## config.mk

```make
export PLATFORM = sky130hd
export DESIGN_NAME = fetch_unit_flat
export DESIGN_NICKNAME = d
export VERILOG_FILES = /design/src/rtl/fetch_unit_if.sv /design/src/rtl/fetch_unit.sv /design/src/flat_wrapper.sv
export SDC_FILE = /design/constraint.sdc
export NUM_CORES = 1
export LEC_CHECK = 0
export ABC_AREA = 1
export CAP_MARGIN = 10
export CORE_ASPECT_RATIO = 0.7
export CORE_MARGIN = 2
export CORE_UTILIZATION = 25
export DETAILED_ROUTE_END_ITERATION = 10
export PLACE_DENSITY_LB_ADDON = 0.3
export SYNTH_ARGS = -nofsm -noshare
export SYNTH_HDL_FRONTEND = slang
export SYNTH_SLANG_ARGS = --single-unit
```

## constraint.sdc

```tcl
create_clock -name clock -period 1.4 [get_ports clock]
set_clock_uncertainty 0.15 [all_clocks]
set_input_delay 0.28 -clock clock [delete_from_list [all_inputs] [get_ports clock]]
set_output_delay 0.28 -clock clock [all_outputs]
set_load 0.03 [all_outputs]
```

## src/rtl/fetch_unit_if.sv

```systemverilog
// Fetch-stage bus bundle: PC link, memory read port and the decode handshake.
// The fetch unit takes the master side; the PC/memory/decode environment takes the slave side.
interface fetch_unit_if #(
   parameter int ADDR_W = 8,
   parameter int DATA_W = 8
);
   logic [ADDR_W-1:0] pc_addr;
   logic              pc_inc;
   logic              flush;
   logic [ADDR_W-1:0] mem_addr;
   logic              mem_rd;
   logic              mem_ready;
   logic [DATA_W-1:0] mem_data;
   logic [DATA_W-1:0] ir_opcode;
   logic [DATA_W-1:0] ir_operand;
   logic              instr_valid;
   logic              decode_ready;

   modport master (
      input  pc_addr, flush, mem_ready, mem_data, decode_ready,
      output pc_inc, mem_addr, mem_rd, ir_opcode, ir_operand, instr_valid
   );

   modport slave (
      output pc_addr, flush, mem_ready, mem_data, decode_ready,
      input  pc_inc, mem_addr, mem_rd, ir_opcode, ir_operand, instr_valid
   );
endinterface

```

## src/rtl/fetch_unit.sv

```systemverilog
// Instruction fetch stage: reads an opcode and an optional operand at the PC,
// pulses the PC increment per accepted byte and hands the instruction to decode.
module fetch_unit #(
   parameter int ADDR_W = 8,
   parameter int DATA_W = 8
) (
   input  logic         clock,
   input  logic         reset,
   fetch_unit_if.master bus
);

   typedef enum logic [1:0] {
      FETCH_OP  = 2'd0,
      FETCH_ARG = 2'd1,
      VALID     = 2'd2
   } state_t;

   state_t            state;
   state_t            next_state;
   logic              mem_rd;
   logic              accept;
   logic [DATA_W-1:0] ir_opcode;
   logic [DATA_W-1:0] ir_operand;

   // NOTE: sequential state uses non-blocking assignments so every register
   // samples the values that were present before the clock edge.
   always_ff @(posedge clock) begin
      if (reset) begin
         state <= FETCH_OP;
      end else begin
         state <= next_state;
      end
   end

   // NOTE: every output of this block gets a default first, so no path
   // through the case statement can leave a signal unassigned (no latch).
   always_comb begin
      next_state = state;
      mem_rd     = 1'b0;
      if (reset) begin
         next_state = FETCH_OP;
      end else if (bus.flush) begin
         next_state = FETCH_OP;
      end else begin
         case (state)
            FETCH_OP: begin
               mem_rd = 1'b1;
               if (bus.mem_ready) begin
                  next_state = bus.mem_data[DATA_W-1] ? FETCH_ARG : VALID;
               end
            end
            FETCH_ARG: begin
               mem_rd = 1'b1;
               if (bus.mem_ready) begin
                  next_state = VALID;
               end
            end
            VALID: begin
               if (bus.decode_ready) begin
                  next_state = FETCH_OP;
               end
            end
            default: next_state = FETCH_OP;
         endcase
      end
   end

   // A byte is taken only when a read is actually requested, so flush and
   // reset already suppress acceptance through mem_rd.
   assign accept = mem_rd && bus.mem_ready;

   always_ff @(posedge clock) begin
      if (reset) begin
         ir_opcode  <= '0;
         ir_operand <= '0;
      end else if (accept) begin
         if (state == FETCH_OP) begin
            ir_opcode <= bus.mem_data;
            if (!bus.mem_data[DATA_W-1]) begin
               ir_operand <= '0;
            end
         end else begin
            ir_operand <= bus.mem_data;
         end
      end
   end

   assign bus.mem_addr    = bus.pc_addr;
   assign bus.mem_rd      = mem_rd;
   assign bus.pc_inc      = accept;
   assign bus.ir_opcode   = ir_opcode;
   assign bus.ir_operand  = ir_operand;
   assign bus.instr_valid = (state == VALID);

endmodule
```

## src/flat_wrapper.sv

```systemverilog
// flat-port wrapper written by rule: the top's interface ports become plain ports
module fetch_unit_flat 
#(
   parameter int ADDR_W = 8,
   parameter int DATA_W = 8
)
  (clock, reset, bus_pc_addr, bus_flush, bus_mem_ready, bus_mem_data, bus_decode_ready, bus_pc_inc, bus_mem_addr, bus_mem_rd, bus_ir_opcode, bus_ir_operand, bus_instr_valid);
  fetch_unit_if #(.ADDR_W(ADDR_W), .DATA_W(DATA_W)) bus_i ();
  input  logic clock;
  input  logic reset;
  input wire logic [$bits(bus_i.pc_addr)-1:0] bus_pc_addr;
  input wire logic [$bits(bus_i.flush)-1:0] bus_flush;
  input wire logic [$bits(bus_i.mem_ready)-1:0] bus_mem_ready;
  input wire logic [$bits(bus_i.mem_data)-1:0] bus_mem_data;
  input wire logic [$bits(bus_i.decode_ready)-1:0] bus_decode_ready;
  output wire logic [$bits(bus_i.pc_inc)-1:0] bus_pc_inc;
  output wire logic [$bits(bus_i.mem_addr)-1:0] bus_mem_addr;
  output wire logic [$bits(bus_i.mem_rd)-1:0] bus_mem_rd;
  output wire logic [$bits(bus_i.ir_opcode)-1:0] bus_ir_opcode;
  output wire logic [$bits(bus_i.ir_operand)-1:0] bus_ir_operand;
  output wire logic [$bits(bus_i.instr_valid)-1:0] bus_instr_valid;
  assign bus_i.pc_addr = bus_pc_addr;
  assign bus_i.flush = bus_flush;
  assign bus_i.mem_ready = bus_mem_ready;
  assign bus_i.mem_data = bus_mem_data;
  assign bus_i.decode_ready = bus_decode_ready;
  assign bus_pc_inc = bus_i.pc_inc;
  assign bus_mem_addr = bus_i.mem_addr;
  assign bus_mem_rd = bus_i.mem_rd;
  assign bus_ir_opcode = bus_i.ir_opcode;
  assign bus_ir_operand = bus_i.ir_operand;
  assign bus_instr_valid = bus_i.instr_valid;
  fetch_unit #(.ADDR_W(ADDR_W), .DATA_W(DATA_W)) u_core (.clock(clock), .reset(reset), .bus(bus_i));
endmodule
```

## Word-level counts from Yosys, hierarchy flattened

Index checks and enable logic that the tools add are counted.

- Output and inout bits: 27
- Input bits: 21
- Register bits after elaboration: 18

- Reductions and logical operators: 7
- Multiplexer cells: 10
- Equal/unequal tests: 6

Operators by type and width:

| kind | count |
|---|---|
| 8-bit two-way mux | 2 |
| 2-bit two-way mux | 4 |
| 2-bit != test (second input constant) | 4 |
| 2-bit one-hot mux with 3 select lines | 1 |
| 2-bit AND reduction | 2 |
| 2-bit OR reduction | 2 |
| 1-bit two-way mux | 3 |
| 3-bit AND reduction | 1 |
| 2-bit by 1-bit equality test with 1-bit output (second input constant) | 1 |
| 2-bit equality test (second input constant) | 1 |
| 2-bit zero test | 1 |
| 1-bit logical AND | 1 |

## Depth between registers and ports, before layout

- Depth in word-level cells: 7
- Depth in mapped cells: 7
- Depth with buffers taken out: 6

## Worst setup path before layout

Ideal clock, no wire load.

- Path kind: input -> register
- From: input reset
- To: register u_core.state[0]
- Data arrival time: 1.176 ns
- Setup time: 0.070 ns
- Slack: 0.003 ns
- Cell stages on the path: 5
- Path buffers: 0
- Path through: inv_1 nand2_1 nor2_1 o21ai_0 a21oi_1

- Word-level cells in the longest chain between the ends: 1

RTL lines:

| item | line | RTL |
|---|---|---|
| from (decl) | flat_wrapper.sv:10 | `input logic reset;` |
| 2-bit OR reduction (no source line) | -- |  |
| to (signal assigned) | fetch_unit.sv:31 | `state <= next_state;` |
| to (decl) | fetch_unit.sv:18 | `state_t state;` |

No other way between the ends.
A chain may end at the register's enable or synchronous reset.

## Final worst setup path

- From: register u_core.state[1]
- To: output bus_pc_inc

- Word-level cells in the longest chain between the ends: 6
- Elaborated cells on any way between the ends: 7
- Those cells by class: 1 x eq/ne; 3 x mux; 3 x reduce/logical

RTL lines:

| item | line | RTL |
|---|---|---|
| 2-bit by 1-bit equality test with 1-bit output / 2-bit zero test (equally long branches) | fetch_unit.sv:45 | `case (state)` |
| 2-bit OR reduction (no source line) (*) | -- |  |
| 1-bit two-way mux (*) | fetch_unit.sv:45 |  |
| 1-bit two-way mux (*) | fetch_unit.sv:42 | `end else if (bus.flush) begin` |
| 1-bit two-way mux (*) | fetch_unit.sv:40 | `if (reset) begin` |
| 1-bit logical AND (*) | fetch_unit.sv:70 | `assign accept = mem_rd && bus.mem_ready;` |
| to (decl) | flat_wrapper.sv:16 | `output wire logic [$bits(bus_i.pc_inc)-1:0] bus_pc_inc;` |

Mark *: on every way between the ends. The rest lies on a longest branch, timed or not.

==> flow_metrics.tcl <==
set metrics [dict create \
    outcome "finished, final reports clean" \
    drt-initial-drc-count 11 \
    antenna-diode-count 0 \
    final_max_slew_viol_count 0 \
    wl_met3_microns 121 \
    synth.ff_latch_count 18 \
    die_height_microns 54.5 \
    clk_latency_ps 260 \
    hold_ws_ps 275 \
    area_growth_pct 45.7 \
    io_pins 48 \
    dieArea_sq_um 4150 \
    grt_pass1_wl_mm 3.36 \
    fin_crit_sh_pct 98.5 \
    antenna_left 0 \
    fillers 386 \
    tightest_slew_ps 185 \
    swShare_pct 26.9 \
    remaining_drc_errors 0 \
    antenna_found_initial 0 \
    synthesis.nets 158 \
    grt_max_degree 16 \
    cts_tree "yes" \
    hpwlAfterDp_mm 1.56 \
    min-delay-start "reset" \
    synth_top_cell_area_share_pct 39.6 \
    hold_viol 0 \
    path_max_fanout 4 \
    path_class "reg -> out" \
    timing.final.ws_setup_ps 20.6 \
    mostFrequentLayoutCell "nand2_1" \
    initial_core_util_pct 25.9 \
    power_frac_seq_pct 44.7 \
    maxCapViolations 0 \
    row_count 18 \
    max_freq_mhz 725 \
    startpoint_type "flop" \
    crit_arrival_ps 950 \
    yosysWarnings 0 \
    combinationalPowerShare_pct 20.0 \
    leakagePower_nw 0.712 \
    slew_headroom_pct 87.7 \
    via_per_inst 3.83 \
    first_pass_iters 3 \
    path_clk_slew_ps 70 \
    dieWidth_microns 76.1 \
    syn_area_per_cell_sq_um 6.65 \
    grt-ovfl-total 0 \
    routabilityCongestion 0.781 \
    startpoint "u_core.state[1]$_SDFFE_PP0P_" \
    grt_pass1_vias 766 \
    synth_top_area_cell "dfxtp_1" \
    p_sw_w 0.000329 \
    netlist_top_cells_area "dfxtp_1 40%, nand2_1 14%, nor2_1 14%" \
    detail_route.wl_per_cell_microns 9.38 \
    cts_sinks 18 \
    setup_viol 0 \
    core_region_area_sq_um 3510 \
    r2r_start "u_core.state[1]$_SDFFE_PP0P_" \
    ys_types 17 \
    top_layer_used "met4" \
    seq_area_frac_synth_pct 39.6 \
    ctsHtreeMaxLevel 1 \
    ir_drop_uv 372 \
    grt_use_total_pct 10.7 \
    vias 853 \
    power_density_nw_per_um2 921 \
    met2_wirelength_microns 871 \
    rsz0062_at_grt "true" \
    wl_met1_mm 1.07 \
    synth_cells 137 \
    tns_ps 0 \
    worst_hold_path_type "in -> reg" \
    dpl_worst_slack_ps -268 \
    final_nets 195 \
    cts_root_buffer "clkbuf_8" \
    worstPathRequired_ps 970 \
    synth_area_sq_um 911 \
    portBuffers 31 \
    clock_path_buffers 2 \
    wl_mm 2.09 \
    p_clk_share_pct 35.4 \
    cts_inserted_buffers 3 \
    finalCriticalPeriod_ps 1380 \
    final_cell_mix "35 x nand2_1, 32 x nor2_1, 27 x buf_4" \
    p_int_w 0.000894 \
    cp-end-kind "primary output" \
    drive_above_1_share_pct 27.7 \
]
==> sequential cells by signal, summed over array words and instances (netlist names) <==
signal	cells
u_core.bus.ir_opcode	8
u_core.state	2
u_core.bus.ir_operand	8
==> cells in the mapped netlist (all sizes together) <==
cell type	n
nor2	36
nand2	35
o21ai	3
buf	11
a21oi	2
nand3	4
inv	26
nand4	1
dfxtp	18
nand3b	1
==> stage by stage <==
step                cells  util (%)  power [W]  instance area [sq um]
global placement      216      35.0   0.000790                   1230
detailed placement    216      35.0   0.000793                   1230
finish                223      37.8    0.00122                   1330
floorplan             137         -   0.000725                    911
global route          223      37.8    0.00129                   1330
CTS                   222      37.3    0.00123                   1310
==> cell families (layout without fill, tap and decap cells) <==
group | Yosys count | after routing | synth area share, %
AO/OA/AOI/OAI | 5 | 5 | 3.57
AND/OR/NAND/NOR | 77 | 77 | 36.5
buffers and inverters | 37 | 73 | 20.3
flip-flops | 18 | 18 | 39.6
==> final timing paths <==
| check | slack [ps] | to | depth (start not counted) |
|---|---|---|---|
| worst max-delay path | 20 | bus_pc_inc | 4 |
| worst min register to register | 330 | u_core.bus.ir_operand[7]$_SDFFE_PP0P_ | 2 |
| worst max register to register | 50 | u_core.bus.ir_operand[4]$_SDFFE_PP0P_ | 7 |
| worst min-delay path | 280 | u_core.bus.ir_operand[7]$_SDFFE_PP0P_ | 3 |
==> power by group through the flow <==
stage	Clock (W)	Sequential (W)	Combinational, W
CTS	0.000447	0.000546	0.000241
detailed placement	0	0.000558	0.000234
global placement	0	0.000558	0.000232
finish	0.000432	0.000546	0.000244
global route	0.000471	0.000549	0.000267
floorplan	0	0.000593	0.000132
==> per-layer routing <==
| metal | up-vias | GRT usage, % |
|---|---|---|
| li1 | 463 | - |
| met1 | 360 | 13.1 |
| met2 | 21 | 16.8 |
| met3 | 9 | 4.13 |
| met4 | 0 | 5.45 |
| met5 | - | 0 |
==> cell type report <==
| class | instances | area, sq um | area share [%] |
|---|---|---|---|
| well taps | 50 | 62.6 | 4.71 |
| repair buffers | 43 | 377 | 28.4 |
| clock buffers | 4 | 55.1 | 4.15 |
| multi-input cells | 82 | 370 | 27.9 |
| flip-flops and latches | 18 | 365 | 27.5 |
| inverters | 26 | 97.6 | 7.35 |
==> repair_timing <==
item	in CTS	in global routing
hold buffers	0	0
pin swaps	3	1
gates resized for setup	11	4
setup buffers	2	1
endpoints found under the setup margin	3	4
==> worst max-delay path, stage by stage, from the launching register on <==
cell and delay, ps:
dfxtp_4 370, nor2_4 80, nand2_1 60, inv_1 60, buf_6 120
Note: power is estimated with default switching activity, not from simulation.
